$ cat src/rtl/sysbus_txn_arbiter_if.sv
// Request/response bundle shared by the fetch client, the data client and the system bus.
// The master drives the request and accepts responses; the slave accepts requests and returns responses.
interface sysbus_txn_arbiter_if #(
  parameter int BUS_DATA_WIDTH = 64,
  parameter int BUS_TAG_WIDTH  = 13
) ();
  logic [BUS_DATA_WIDTH-1:0] req;
  logic                      reqcyc;
  logic [BUS_TAG_WIDTH-1:0]  reqtag;
  logic                      reqack;
  logic [BUS_DATA_WIDTH-1:0] resp;
  logic                      respcyc;
  logic [BUS_TAG_WIDTH-1:0]  resptag;
  logic                      respack;

  modport master (
    output req, reqcyc, reqtag, respack,
    input  reqack, resp, respcyc, resptag
  );

  modport slave (
    input  req, reqcyc, reqtag, respack,
    output reqack, resp, respcyc, resptag
  );
endinterface

$ cat src/rtl/sysbus_txn_arbiter.sv
// Round-robin arbiter that shares one system bus between a fetch client (ibus) and a data client (dbus).
// A grant covers one request phase and, for reads, RESP_BEATS acknowledged response beats.
module sysbus_txn_arbiter #(
  parameter int BUS_DATA_WIDTH = 64,
  parameter int BUS_TAG_WIDTH  = 13,
  parameter int RESP_BEATS     = 8,
  parameter int WR_TAG_BIT     = 12
) (
  input  logic                        clk,
  input  logic                        reset,
  sysbus_txn_arbiter_if.slave         ibus,
  sysbus_txn_arbiter_if.slave         dbus,
  sysbus_txn_arbiter_if.master        bus,
  output logic [1:0]                  owner
);

  typedef enum logic [1:0] {
    ST_IDLE = 2'd0,
    ST_REQ  = 2'd1,
    ST_RESP = 2'd2
  } state_e;

  localparam logic [1:0] OWN_NONE  = 2'b00;
  localparam logic [1:0] OWN_IBUS  = 2'b01;
  localparam logic [1:0] OWN_DBUS  = 2'b10;
  localparam logic [7:0] LAST_BEAT = 8'(RESP_BEATS - 1);

  state_e     state_q, state_d;
  logic [1:0] owner_q, owner_d;
  logic       is_write_q, is_write_d;
  logic       last_dbus_q, last_dbus_d;
  logic [7:0] cnt_q, cnt_d;

  logic                      own_ibus;
  logic [BUS_DATA_WIDTH-1:0] sel_req;
  logic                      sel_reqcyc;
  logic [BUS_TAG_WIDTH-1:0]  sel_reqtag;
  logic                      sel_respack;

  // The current owner's request and response-accept lines, selected once for reuse below.
  assign own_ibus    = (owner_q == OWN_IBUS);
  assign sel_req     = own_ibus ? ibus.req     : dbus.req;
  assign sel_reqcyc  = own_ibus ? ibus.reqcyc  : dbus.reqcyc;
  assign sel_reqtag  = own_ibus ? ibus.reqtag  : dbus.reqtag;
  assign sel_respack = own_ibus ? ibus.respack : dbus.respack;
  assign owner       = owner_q;

  // State register; reset drops any grant in flight and lets ibus win the first tie.
  always_ff @(posedge clk or negedge reset) begin
    if (!reset) begin
      state_q     <= ST_IDLE;
      owner_q     <= OWN_NONE;
      is_write_q  <= 1'b0;
      last_dbus_q <= 1'b1;
      cnt_q       <= 8'd0;
    end else begin
      state_q     <= state_d;
      owner_q     <= owner_d;
      is_write_q  <= is_write_d;
      last_dbus_q <= last_dbus_d;
      cnt_q       <= cnt_d;
    end
  end

  // Next-state logic and the combinational routing of the granted client onto the bus.
  always_comb begin
    state_d      = state_q;
    owner_d      = owner_q;
    is_write_d   = is_write_q;
    last_dbus_d  = last_dbus_q;
    cnt_d        = cnt_q;
    bus.req      = '0;
    bus.reqcyc   = 1'b0;
    bus.reqtag   = '0;
    bus.respack  = 1'b0;
    ibus.reqack  = 1'b0;
    ibus.respcyc = 1'b0;
    ibus.resp    = '0;
    ibus.resptag = '0;
    dbus.reqack  = 1'b0;
    dbus.respcyc = 1'b0;
    dbus.resp    = '0;
    dbus.resptag = '0;

    case (state_q)
      ST_IDLE: begin
        if (ibus.reqcyc || dbus.reqcyc) begin
          // ibus takes the grant when alone or when dbus had the previous one.
          if (ibus.reqcyc && (!dbus.reqcyc || last_dbus_q)) begin
            owner_d     = OWN_IBUS;
            last_dbus_d = 1'b0;
            is_write_d  = ibus.reqtag[WR_TAG_BIT];
          end else begin
            owner_d     = OWN_DBUS;
            last_dbus_d = 1'b1;
            is_write_d  = dbus.reqtag[WR_TAG_BIT];
          end
          state_d = ST_REQ;
          cnt_d   = 8'd0;
        end else begin
          state_d = ST_IDLE;
        end
      end

      ST_REQ: begin
        bus.req    = sel_req;
        bus.reqcyc = sel_reqcyc;
        bus.reqtag = sel_reqtag;
        if (own_ibus) begin
          ibus.reqack = bus.reqack;
        end else begin
          dbus.reqack = bus.reqack;
        end
        if (!sel_reqcyc) begin
          if (is_write_q) begin
            state_d = ST_IDLE;
            owner_d = OWN_NONE;
          end else begin
            state_d = ST_RESP;
            cnt_d   = 8'd0;
          end
        end else begin
          state_d = ST_REQ;
        end
      end

      ST_RESP: begin
        bus.respack = sel_respack;
        if (own_ibus) begin
          ibus.respcyc = bus.respcyc;
          ibus.resp    = bus.resp;
          ibus.resptag = bus.resptag;
        end else begin
          dbus.respcyc = bus.respcyc;
          dbus.resp    = bus.resp;
          dbus.resptag = bus.resptag;
        end
        if (bus.respcyc && sel_respack) begin
          if (cnt_q == LAST_BEAT) begin
            state_d = ST_IDLE;
            owner_d = OWN_NONE;
            cnt_d   = 8'd0;
          end else begin
            cnt_d = cnt_q + 8'd1;
          end
        end else begin
          cnt_d = cnt_q;
        end
      end

      default: begin
        state_d = ST_IDLE;
        owner_d = OWN_NONE;
        cnt_d   = 8'd0;
      end
    endcase
  end

endmodule

$ cat src/flat_wrapper.sv
// flat-port wrapper written by rule: the top's interface ports become plain ports
module sysbus_txn_arbiter_flat 
#(
  parameter int BUS_DATA_WIDTH = 64,
  parameter int BUS_TAG_WIDTH  = 13,
  parameter int RESP_BEATS     = 8,
  parameter int WR_TAG_BIT     = 12
)
  (clk, reset, owner, ibus_req, ibus_reqcyc, ibus_reqtag, ibus_respack, ibus_reqack, ibus_resp, ibus_respcyc, ibus_resptag, dbus_req, dbus_reqcyc, dbus_reqtag, dbus_respack, dbus_reqack, dbus_resp, dbus_respcyc, dbus_resptag, bus_req, bus_reqcyc, bus_reqtag, bus_respack, bus_reqack, bus_resp, bus_respcyc, bus_resptag);
  sysbus_txn_arbiter_if #(.BUS_DATA_WIDTH(BUS_DATA_WIDTH), .BUS_TAG_WIDTH(BUS_TAG_WIDTH)) ibus_i ();
  sysbus_txn_arbiter_if #(.BUS_DATA_WIDTH(BUS_DATA_WIDTH), .BUS_TAG_WIDTH(BUS_TAG_WIDTH)) dbus_i ();
  sysbus_txn_arbiter_if #(.BUS_DATA_WIDTH(BUS_DATA_WIDTH), .BUS_TAG_WIDTH(BUS_TAG_WIDTH)) bus_i ();
  input  logic clk;
  input  logic reset;
  output logic [1:0] owner;
  input wire logic [$bits(ibus_i.req)-1:0] ibus_req;
  input wire logic [$bits(ibus_i.reqcyc)-1:0] ibus_reqcyc;
  input wire logic [$bits(ibus_i.reqtag)-1:0] ibus_reqtag;
  input wire logic [$bits(ibus_i.respack)-1:0] ibus_respack;
  output wire logic [$bits(ibus_i.reqack)-1:0] ibus_reqack;
  output wire logic [$bits(ibus_i.resp)-1:0] ibus_resp;
  output wire logic [$bits(ibus_i.respcyc)-1:0] ibus_respcyc;
  output wire logic [$bits(ibus_i.resptag)-1:0] ibus_resptag;
  input wire logic [$bits(dbus_i.req)-1:0] dbus_req;
  input wire logic [$bits(dbus_i.reqcyc)-1:0] dbus_reqcyc;
  input wire logic [$bits(dbus_i.reqtag)-1:0] dbus_reqtag;
  input wire logic [$bits(dbus_i.respack)-1:0] dbus_respack;
  output wire logic [$bits(dbus_i.reqack)-1:0] dbus_reqack;
  output wire logic [$bits(dbus_i.resp)-1:0] dbus_resp;
  output wire logic [$bits(dbus_i.respcyc)-1:0] dbus_respcyc;
  output wire logic [$bits(dbus_i.resptag)-1:0] dbus_resptag;
  output wire logic [$bits(bus_i.req)-1:0] bus_req;
  output wire logic [$bits(bus_i.reqcyc)-1:0] bus_reqcyc;
  output wire logic [$bits(bus_i.reqtag)-1:0] bus_reqtag;
  output wire logic [$bits(bus_i.respack)-1:0] bus_respack;
  input wire logic [$bits(bus_i.reqack)-1:0] bus_reqack;
  input wire logic [$bits(bus_i.resp)-1:0] bus_resp;
  input wire logic [$bits(bus_i.respcyc)-1:0] bus_respcyc;
  input wire logic [$bits(bus_i.resptag)-1:0] bus_resptag;
  assign ibus_i.req = ibus_req;
  assign ibus_i.reqcyc = ibus_reqcyc;
  assign ibus_i.reqtag = ibus_reqtag;
  assign ibus_i.respack = ibus_respack;
  assign ibus_reqack = ibus_i.reqack;
  assign ibus_resp = ibus_i.resp;
  assign ibus_respcyc = ibus_i.respcyc;
  assign ibus_resptag = ibus_i.resptag;
  assign dbus_i.req = dbus_req;
  assign dbus_i.reqcyc = dbus_reqcyc;
  assign dbus_i.reqtag = dbus_reqtag;
  assign dbus_i.respack = dbus_respack;
  assign dbus_reqack = dbus_i.reqack;
  assign dbus_resp = dbus_i.resp;
  assign dbus_respcyc = dbus_i.respcyc;
  assign dbus_resptag = dbus_i.resptag;
  assign bus_req = bus_i.req;
  assign bus_reqcyc = bus_i.reqcyc;
  assign bus_reqtag = bus_i.reqtag;
  assign bus_respack = bus_i.respack;
  assign bus_i.reqack = bus_reqack;
  assign bus_i.resp = bus_resp;
  assign bus_i.respcyc = bus_respcyc;
  assign bus_i.resptag = bus_resptag;
  sysbus_txn_arbiter #(.BUS_DATA_WIDTH(BUS_DATA_WIDTH), .BUS_TAG_WIDTH(BUS_TAG_WIDTH), .RESP_BEATS(RESP_BEATS), .WR_TAG_BIT(WR_TAG_BIT)) u_core (.clk(clk), .reset(reset), .ibus(ibus_i), .dbus(dbus_i), .bus(bus_i), .owner(owner));
endmodule
$ cat config.mk
export PLATFORM = sky130hd
export DESIGN_NAME = sysbus_txn_arbiter_flat
export DESIGN_NICKNAME = d
export VERILOG_FILES = /design/src/rtl/sysbus_txn_arbiter_if.sv /design/src/rtl/sysbus_txn_arbiter.sv /design/src/flat_wrapper.sv
export SDC_FILE = /design/constraint.sdc
export NUM_CORES = 1
export LEC_CHECK = 0
export CAP_MARGIN = 15
export CORE_AREA = 8 8 178 180
export DETAILED_ROUTE_END_ITERATION = 7
export DIE_AREA = 0 0 186 188
export GPL_TIMING_DRIVEN = 0
export SYNTH_ARGS = -nofsm -noshare
export SYNTH_HDL_FRONTEND = slang
export SYNTH_SLANG_ARGS = --single-unit
$ cat constraint.sdc
create_clock -name clk -period 2.15 [get_ports clk]
set_input_delay 0.43 -clock clk [delete_from_list [all_inputs] [get_ports clk]]
set_output_delay 0.43 -clock clk [all_outputs]
set_load 0.03 [all_outputs]
* Word-level counts from Yosys, hierarchy flattened
Cells that the tools add are included.
** Operators by class
- $add $sub $neg :: 1
- Multiplexer cells :: 43
- Reductions and logical operators :: 10
- Equality and inequality tests :: 10
** Operators by type and width (number)
- $mux W64 :: 6
- $mux W13 :: 6
- $mux W8 :: 5
- $pmux W8 S3 :: 1
- $mux W2 :: 8
- $mux W1 :: 15
- $pmux W2 S3 :: 2
- $add A8 B1 Y8 const B :: 1
- $eq A8 B3 Y1 const B :: 1
- $ne A2 B1 Y1 const B :: 4
- $reduce_and A5 Y1 :: 1
- $eq A2 B1 Y1 const B :: 2
- $ne A2 B2 Y1 const B :: 2
- $reduce_and A2 Y1 :: 2
- $reduce_and A4 Y1 :: 1
- $eq A2 B2 Y1 const B :: 1
- $logic_and A1 B1 Y1 :: 2
- $logic_not A2 Y1 :: 1
- $logic_or A1 B1 Y1 :: 2
- $logic_not A1 Y1 :: 1
** Storage, ports and cells
- Word-level logic and storage cells :: 69
- Output and inout port bits :: 239
- Input bits :: 239
- Bits in registers :: 14

* Longest topological paths before layout
Gate-level depths: netlist of run 1.
- Depth in word-level cells :: 6
- Gate-level depth with buffers :: 7
- Mapped depth without buffers :: 6

* Worst setup path after synthesis of run 1
No wires, ideal clock.
- Kind :: flip-flop to output port
- From :: register u_core.owner_q[0], in the netlist u_core.owner[0]
- To :: output port bus_req[43]
- Slack :: -0.198 ns
- Path buffers :: 3
- Data arrival time :: 1.918 ns
- Cell stages (with the launch flop) :: 7
- Data required time :: 1.720 ns
- Cells stage by stage :: dfrtp_1 -> nor2b_1 -> buf_6 -> clkbuf_1 -> clkbuf_1 -> nand2_1 -> a21oi_1
** Between the ends
- Word-level cells in the longest chain between the ends :: 3
** Ends and longest elaborated chain
- from (decl) :: line sysbus_txn_arbiter.sv:29 : logic [1:0] owner_q, owner_d;
- from (signal assigned) :: line sysbus_txn_arbiter.sv:58 : owner_q <= owner_d;
- $eq A2 B1 Y1 :: line sysbus_txn_arbiter.sv:41 : assign own_ibus = (owner_q == OWN_IBUS);
- $mux W64 :: line sysbus_txn_arbiter.sv:42 : assign sel_req = own_ibus ? ibus.req : dbus.req;
- $mux W64 :: line sysbus_txn_arbiter.sv:85 : case (state_q)
- to (decl) :: line flat_wrapper.sv:32 : output wire logic [$bits(bus_i.req)-1:0] bus_req;
No other way between the ends.

* Worst setup path in the final report of run 1
- From :: register u_core.owner_q[1], in the netlist u_core.owner[1]
- To :: output port bus_req[3]
Same word-level chain as after synthesis.

==> results.md, run 1 <==
- The worst setup path is of the flop to output pin kind.
- The leading register cell type out of synthesis is dfrtp_1.
- The timing-limited maximum frequency is 0.4655 GHz.
- Along the worst path, the maximum fanout reaches 7.
- The synthesized netlist devotes 0% of its cell area to XOR and XNOR gates.
- TritonCTS created 3 clock buffers.
- The tree built by TritonCTS fans out to 14 sinks.
- In this run the tool buffered the top-level ports with 477 buffer cells.
- Leaving out fill and tap cells, the most frequent cell in the layout is clkdlybuf4s50_1.
- After detailed routing, the average wire length per cell comes to around 19 um.
- Once detail routing completed, the nets flagged for antenna violations numbered 0.
- The count of hold buffers inserted by post-cts repair is 0.
- The synthesized netlist devotes roughly 18% of its cell area to compound gates.
- The family of cells with the greatest summed delay on the critical path is buffers and inverters.
- The remaining routing DRC violations is 0.
- The via count of the first global-routing pass is 6299.
- The part of the cycle the worst path needs is between 90% and 100%.
- The CTS tree is built.
- The number of synthesis warnings is 0.
- The flow ran to the end, and the final reports show no timing, DRC or antenna violations.
- The final-report hold violation count came to 0.
- The analysis attributes to cell leakage a power of roughly 0.0045 uW.
- Setup violations remaining at the end of the flow were counted as 0.
- The worst endpoint required time is approximately 1.7 ns.
- For this run, the total global-route usage over all layers was measured as about 14%.
- The die covers 0.03497 sq mm.
- The average via count per standard cell is 4.210.
- CTS built an H-tree with a depth of 1.
- The post-synthesis simple-gate area fraction is a little under 60%.
- The number of nets in the layout is ~1.3k.
- In this run, distinct cell masters in the synthesized netlist total 28.
- Of the total synthesized cell area, the portion taken by full adders, half adders and majority gates is less than 1%.
- By area, the combinational part of the netlist is dominated by simple AND/OR/NAND/NOR gates.
- The top cell types in the final layout, fill and taps aside, are clkdlybuf4s50_1 (240), and3_1 (153), nand2_1 (139), buf_4 (83), buf_2 (80).
- The flop and latch count out of synthesis is 14.
- The worst hold path belongs to the class flop to flop.
- The cell area after layout is roughly 0.0094 sq mm.
- Cells with a size suffix above 1 make up 42.42% of the layout.
- The critical-path cell with the highest stage delay is dfrtp_1.
- The worst endpoint data arrival time is between 1.5 and 2 ns.
- At the end of the flow the core is filled with cells to between 30% and 40%.
- The smallest clock period supported by the final layout is computed as 2.148 ns.
- The later pin in the worst-skew pair is clocked with a latency of ~0.24 ns.
- The first global-routing pass estimated between 30000 and 40000 um of wire.
- The HPWL after detailed placement is approximately 23000 um.
- The final layout contains routed wiring with a total length of between 20000 and 30000 um.
- The sum of buffers and inverters on the critical path is 5.
- The max-cap violation count is 0.
- The signal on the critical path passes through nor2b_2 > buf_6 > buf_12 > buf_12 > clkbuf_16 > nand2_4 > a21oi_4 > buf_6.
- After global routing the overflow that remains totals 0.
- In this run the deepest clock path goes through 2 buffers.
- The worst ir drop on vdd is 0.0005056 V.
- The total power divided by cell area is slightly above 900 mW/mm^2.
- The final RePlAce weighted congestion is 0.8499.
- The post-synth net total is a little under 800.
- The async set or reset register ratio after synthesis is between 90% and 100%.
- The number of antenna violations at the first check in global routing was 1.
- The clock slew seen by the registers of the worst setup and hold paths is 0.05 ns.
- The worst slew margin relative to its limit is ~56%.
- The placeable core region is ~0.029 sq mm.
- From bottom edge to top edge, the die measures 188 um.
- Excluding fillers, the count of instances in the completed layout stands at 1439.
- The number of cells in the design after placement is between 1k and 1.5k.
- The sequential share of the synthesized area is 11.68%.
- Entering global routing, the biggest net connects 15 pins.
- The first routing iteration left 236 violations.
- Summing all placed instances gives a cell area of 0.008901 sq mm.
- Relative to the synthesized area, the layout overhead comes to 213.3%.
- The initial standard-cell utilization of the core is approximately a tenth.
- The number of antenna repair diodes is 0.
- Setup repair after global routing could not meet its margin everywhere.
- The actual slew at the worst max-slew pin is 0.6649 ns.
- The per-instance average area after synthesis is roughly 5.5 sq um.
- The horizontal die dimension is between 150 and 200 um.
- CTS placed an instance of clkbuf_16 at the clock tree root.
- The count of standard-cell rows is 63.
- The final clock skew is between 0.002 and 0.0025 ns.
- The first detailed-routing pass ran for 5 iterations.
- STA classifies the critical path endpoint as an output pin.
- Detailed routing inserted a total of slightly above 6k vias.
- The number of flops mapped to enable cells by yosys is 0.
- The total power is roughly 8700 uW.
- The final number of max-transition violations is 0.
- Counting every instance in the synthesized netlist gives about 550.
- The count of boundary I/O pins is about 480.
- Multiplexer cells account for 1.413% of the synthesized area.
- The worst setup path is launched from a flop.
- In this design, the stage delay of the slowest critical-path cell is between 0.4 and 0.5 ns.
- The cell area after synthesis is between 0.003 and 0.004 sq mm.
==> flip-flops by register name, summed over array words and instances, names as in the netlist <==
signal,count
u_core.last_dbus_q,1
u_core.is_write_q,1
u_core.state_q,2
u_core.owner,2
u_core.cnt_q,8
==> synth_stat cells, types with 4 or more instances <==
library cell | instances | area, sq um
nand2_1 | 170 | 638.1
o21ai_0 | 13 | 65.06
nor2_1 | 6 | 22.52
buf_2 | 6 | 30.03
nand2b_1 | 4 | 25.02
clkbuf_1 | 52 | 195.2
a21oi_1 | 83 | 415.4
o31ai_1 | 4 | 30.03
and3_1 | 159 | 994.7
nand3_1 | 7 | 35.03
buf_1 | 4 | 15.01
dfrtp_1 | 13 | 325.3
==> cell families (layout without fill, tap and decap cells) <==
family          after synthesis  after routing
mux                           3              3
simple gates                359            359
buf+inv                      67            568
flops                        14             14
compound gates              104            104
fa+ha+maj                     1              1
==> routing by layer <==
metal / vias up / wire length [um] / track usage [%]
met2: 300 / 14000 / 26.09
met5: - / 13 / 0
li1: 2905 / - / -
met4: 2 / 290 / 1.833
met1: 2829 / 11100 / 16.95
met3: 22 / 2459 / 3.426
==> worst paths after layout <==
kind                                                start                        endpoint  slack, ns  depth (start not counted)
min                        u_core.last_dbus_q$_DFFE_PN1P_  u_core.last_dbus_q$_DFFE_PN1P_       0.46                          2
max in group asynchronous                           reset   u_core.state_q[0]$_DFFE_PN0P_       1.09                          1
min in group asynchronous                           reset     u_core.cnt_q[5]$_DFFE_PN0P_       0.60                          1
max reg2reg                   u_core.owner[1]$_DFFE_PN0P_     u_core.cnt_q[7]$_DFFE_PN0P_       0.18                          8
max                           u_core.owner[1]$_DFFE_PN0P_                      bus_req[3]      0.002                          8
min reg2reg                u_core.last_dbus_q$_DFFE_PN1P_  u_core.last_dbus_q$_DFFE_PN1P_       0.46                          2
==> final cells by class <==
type | count | area, sq um
buffer | 60 | 695.7
clock buffer | 4 | 88.84
fill | 3119 | 19580
inverter | 3 | 11.26
multi-input combinational | 467 | 3184
sequential | 14 | 354.1
tap | 390 | 488.0
timing repair buffer | 501 | 4611
==> worst reg2reg max path, stage by stage, from the launching register on <==
cell and delay [ns]:
dfrtp_1 0.41, nor2b_2 0.13, buf_6 0.14, buf_12 0.11
buf_4 0.11, mux2i_4 0.23, nand4_1 0.17, or4_1 0.50
nand3_1 0.09
==> power by group <==
part	total, uW	internal, uW	switching [uW]
Combinational	7870	3250	4630
Clock	392	282	110
Sequential	416	346	70.1
Total	8680	3870	4810
==> metrics by stage <==
stage | setup WS [ns] | setup TNS [ns] | hold slack (ns)
5_1_grt | -0.05498 | -1.201 | 0.4680
3_3_place_gp | -1.344 | -204.04 | 0.4523
2_1_floorplan | 0.005254 | 0 | 0.1344
6_report | 0.001850 | 0 | 0.4632
4_1_cts | -0.1017 | -1.006 | 0.4595
3_5_place_dp | -1.362 | -204.01 | 0.4508
==> repair_timing <==
item | 4_1_cts | 5_1_grt
gates resized for setup | 1445 | 207
pin swaps | 11 | 19
setup buffers | 13 | 4
gates cloned | 4 | 4
setup endpoints to repair | 237 | 216
Note: power is estimated with default switching activity, not from simulation.
==> run 2, diff against run 1 <==
- CORE_AREA: 8 8 178 180 -> 8 8 180 182
- DIE_AREA: 0 0 186 188 -> 0 0 188 190
- clock period: 2.15 -> 2.7 ns (I/O delays scaled with it)
==> run 2 against run 1 <==
Sequential power down 19%. Via count down 3.2%. Flip-flop and latch count did not move. First-iteration DRC count grew 19%. Non-clock buffer count down 20. Combinational power fell by 37%.
==> results.md, run 2 (synthesized netlist as in run 1, its figures left out) <==
- The run finished with clean final reports.
- The critical-path maximum fanout is 11.
- Summing over every cut layer, the via total after detailed routing is around 5.9k.
- Data on the critical path arrives at its endpoint at 2.09 ns.
- Subtracting the final worst setup slack from the clock period gives about 2.6 ns.
- The register with the most flip-flops in the layout has 8 of them.
- The HPWL after detailed placement is between 20000 and 25000 um.
- The final setup violation count is 0.
- The worst slew margin relative to its limit is a little under three fifths.
- The kind of critical path is flop to output pin.
- Cells with a size suffix above 1 make up about 22% of the layout.
- Wires add up to around 28000 um.
- The remaining number of nets flagged by the antenna check after routing is 0.
- For the worst-skew pair, the clock arrives at the later sink with an insertion delay of approximately 0.25 ns.
- The worst-case IR drop observed on VDD is 0.0003688 V.
- The first global-routing pass estimated between 40000 and 50000 um of wire.
- Relative to the synthesized area, the layout overhead comes to 162.2%.
- No sink is reached through more buffers than the 2 on the longest clock path.
- Clock skew on the completed layout was measured at approximately 0.0045 ns.
- The worst register-to-register path has a setup slack of ~0.76 ns.
- The timing-limited maximum frequency is 0.3809 GHz.
- The number of port buffers is 477.
- The root cell of the clock tree is clkbuf_16.
- The switching part of the total is 60.31%.
- The horizontal die dimension is 188 um.
- The reported leakage power is between 0.003 and 0.004 uW.
- The kind of path behind the tightest hold check is flop to flop.
- STA classifies the critical path startpoint as a flop.
- The nature of the critical path endpoint is an output pin.
- After detailed routing, the met3 layer carries ~2000 um of wire.
- The critical path ends at bus_req[13].
- Max-cap violations in this run came to 0.
- Adding up every negative setup slack in the final design gives 0 ns.
- The number of clock buffers added by TritonCTS is 3.
- Dividing the final minimum period by the clock period gives between 90 and 100%.
- The core region is approximately 0.03 sq mm.
- In this run the power density over the cells is 703.2 mW/mm^2.
- Counting cells, the worst reg-to-reg path comes to 6.
- For the pin with the worst max-slew slack, the measured transition is ~0.64 ns.
- The clock network is responsible for 5.3% of the overall power.
- The sequential fraction of design power is 6.1%.
- In the final routing, the length of wire on met1 measures 11540 um.
- The via count of the first global-routing pass is about 5.9k.
- The average via count per standard cell is 4.131.
- The library cells used most frequently in the layout, excluding fill and tap cells, are clkdlybuf4s50_1 (241), nand2_1 (170), and3_1 (159), clkbuf_2 (120), a21oi_1 (82).
- The final number of max-transition violations is 0.
- The final-report hold violation count is 0.
- CTS built an H-tree with a depth of 1.
- The worst endpoint required time is ~2.2 ns.
- The overall die area is about 0.036 sq mm.
- Before antenna repair, the detailed router went through 5 iterations.
- TritonCTS built the clock tree.
- After clock tree synthesis, the clock-pin slew on the worst setup and hold paths is roughly 0.050 ns.
- Summed over all nets, wire length on met2 after detailed routing comes to about 14000 um.
- The placed instance area is 0.008273 sq mm.
- The terminus of the critical flop-to-flop path is u_core.cnt_q[2]$_DFFE_PN0P_.
- The register with the highest flop count is u_core.cnt_q.
- The startpoint identified for the worst hold timing path is u_core.last_dbus_q$_DFFE_PN1P_.
- The pin count of the biggest net entering global routing is 15.
- The initial standard-cell utilization of the core is 10.24%.
- For this run, the total global-route usage over all layers was measured as 14.30%.
- At the end of routability-driven placement, the weighted congestion stood at roughly 0.85.
- For this run the aggregate overflow at the end of global routing stands at 0.
- After detailed routing, the average wire length per cell comes to just under 20 um.
- The library cell used most frequently in the layout, excluding fill and tap cells, is clkdlybuf4s50_1.
- The count of standard-cell rows is 63.
- The remaining routing DRC violations is 0.
- From bottom edge to top edge, the die measures ~190 um.
- The number of antenna violations at the first check in global routing was 0.
- The violation count after the first detailed-route iteration is 280.
- The count of boundary I/O pins is around 480.
- The combinational group share of total power is roughly 89%.
- The clock net in this run drives a total of 14 sinks.
- The beginning of the critical path is u_core.owner[0]$_DFFE_PN0P_.
- In this run the power spent charging and discharging nets is 3348 uW.
- The source of the worst register-to-register timing path is u_core.owner[0]$_DFFE_PN0P_.
- Setup repair after global routing could not meet its margin everywhere.
- For this run, the post-layout net count is roughly 1.3k.
- Routed signal wires occupy layers up through met4.
- The internal portion of total power is approximately 2200 uW.
- Summing all non-filler instances in the final layout gives an area of slightly below 0.008 sq mm.
==> run 2: cell count changes in the layout (fill, tap and decap cells not counted), moves of 20 or more <==
cell	before	now
clkbuf_2	4	120
a21oi_1	5	82
buf_6	79	2
buf_4	83	9
buf_2	80	23
dlygate4sd2_1	2	55
a21oi_4	42	0
clkdlybuf4s15_2	10	49
a21oi_2	36	1
nand2_1	139	170
nand2_2	20	0
==> run 2: power groups by stage <==
stage / clock, uW / combinational, uW / sequential, uW
after floorplan: 0 / 2870 / 347
after global placement: 0 / 5280 / 334
after detailed placement: 0 / 5300 / 336
after CTS: 297 / 5050 / 335
after global routing: 308 / 5250 / 344
final: 294 / 4920 / 337
==> run 2: cell type report <==
class	count	area, sq um
plain buffers	64	380.4
diodes	1	2.502
clock buffers	4	78.83
fillers	3266	21510
well taps	390	488.0
multi-input cells	467	2397
inverters	3	11.26
flip-flops and latches	14	351.6
repair buffers	477	4184
==> run 2: per-stage QoR <==
step / util (%) / setup WS [ns] / hold slack [ns] / total power (uW) / cells
floorplan: - / 0.2420 / 0.2444 / 3215 / 548
global placement: 28.14 / -0.8669 / 0.4534 / 5618 / 1415
detailed placement: 28.14 / -0.8512 / 0.4585 / 5640 / 1415
CTS: 28.64 / 0.000003997 / 0.4630 / 5686 / 1419
global route: 26.84 / -0.02172 / 0.4756 / 5900 / 1419
finish: 26.85 / 0.07497 / 0.4619 / 5551 / 1420
==> run 2: worst min path at each step <==
stage | to | cells past startpoint
after floorplan | u_core.cnt_q[0]$_DFFE_PN0P_ | 0
after global placement | u_core.last_dbus_q$_DFFE_PN1P_ | 2
after detailed placement | u_core.last_dbus_q$_DFFE_PN1P_ | 2
after CTS | u_core.last_dbus_q$_DFFE_PN1P_ | 2
after global routing | u_core.last_dbus_q$_DFFE_PN1P_ | 2
final | u_core.last_dbus_q$_DFFE_PN1P_ | 2
==> run 2: per-layer routing <==
layer	vias up	track usage, %
li1	2866	-
met1	2726	17.34
met2	255	26.03
met3	19	3.057
met4	0	1.970
met5	-	0
==> run 2: timing repair <==
action                     4_1_cts  5_1_grt
gates resized for setup        511      206
setup buffers                    0        0
setup endpoints to repair      237      174
hold buffers                     0        0
pin swaps                        0        0
==> run 2: critical path, cell delays in order (launching register included) <==
cell             delay, ns
dfrtp_1               0.42
nor2b_1               0.19
buf_6                 0.16
buf_6                 0.20
clkbuf_4              0.23
nand2_1               0.06
a21oi_1               0.22
clkdlybuf4s18_2       0.34
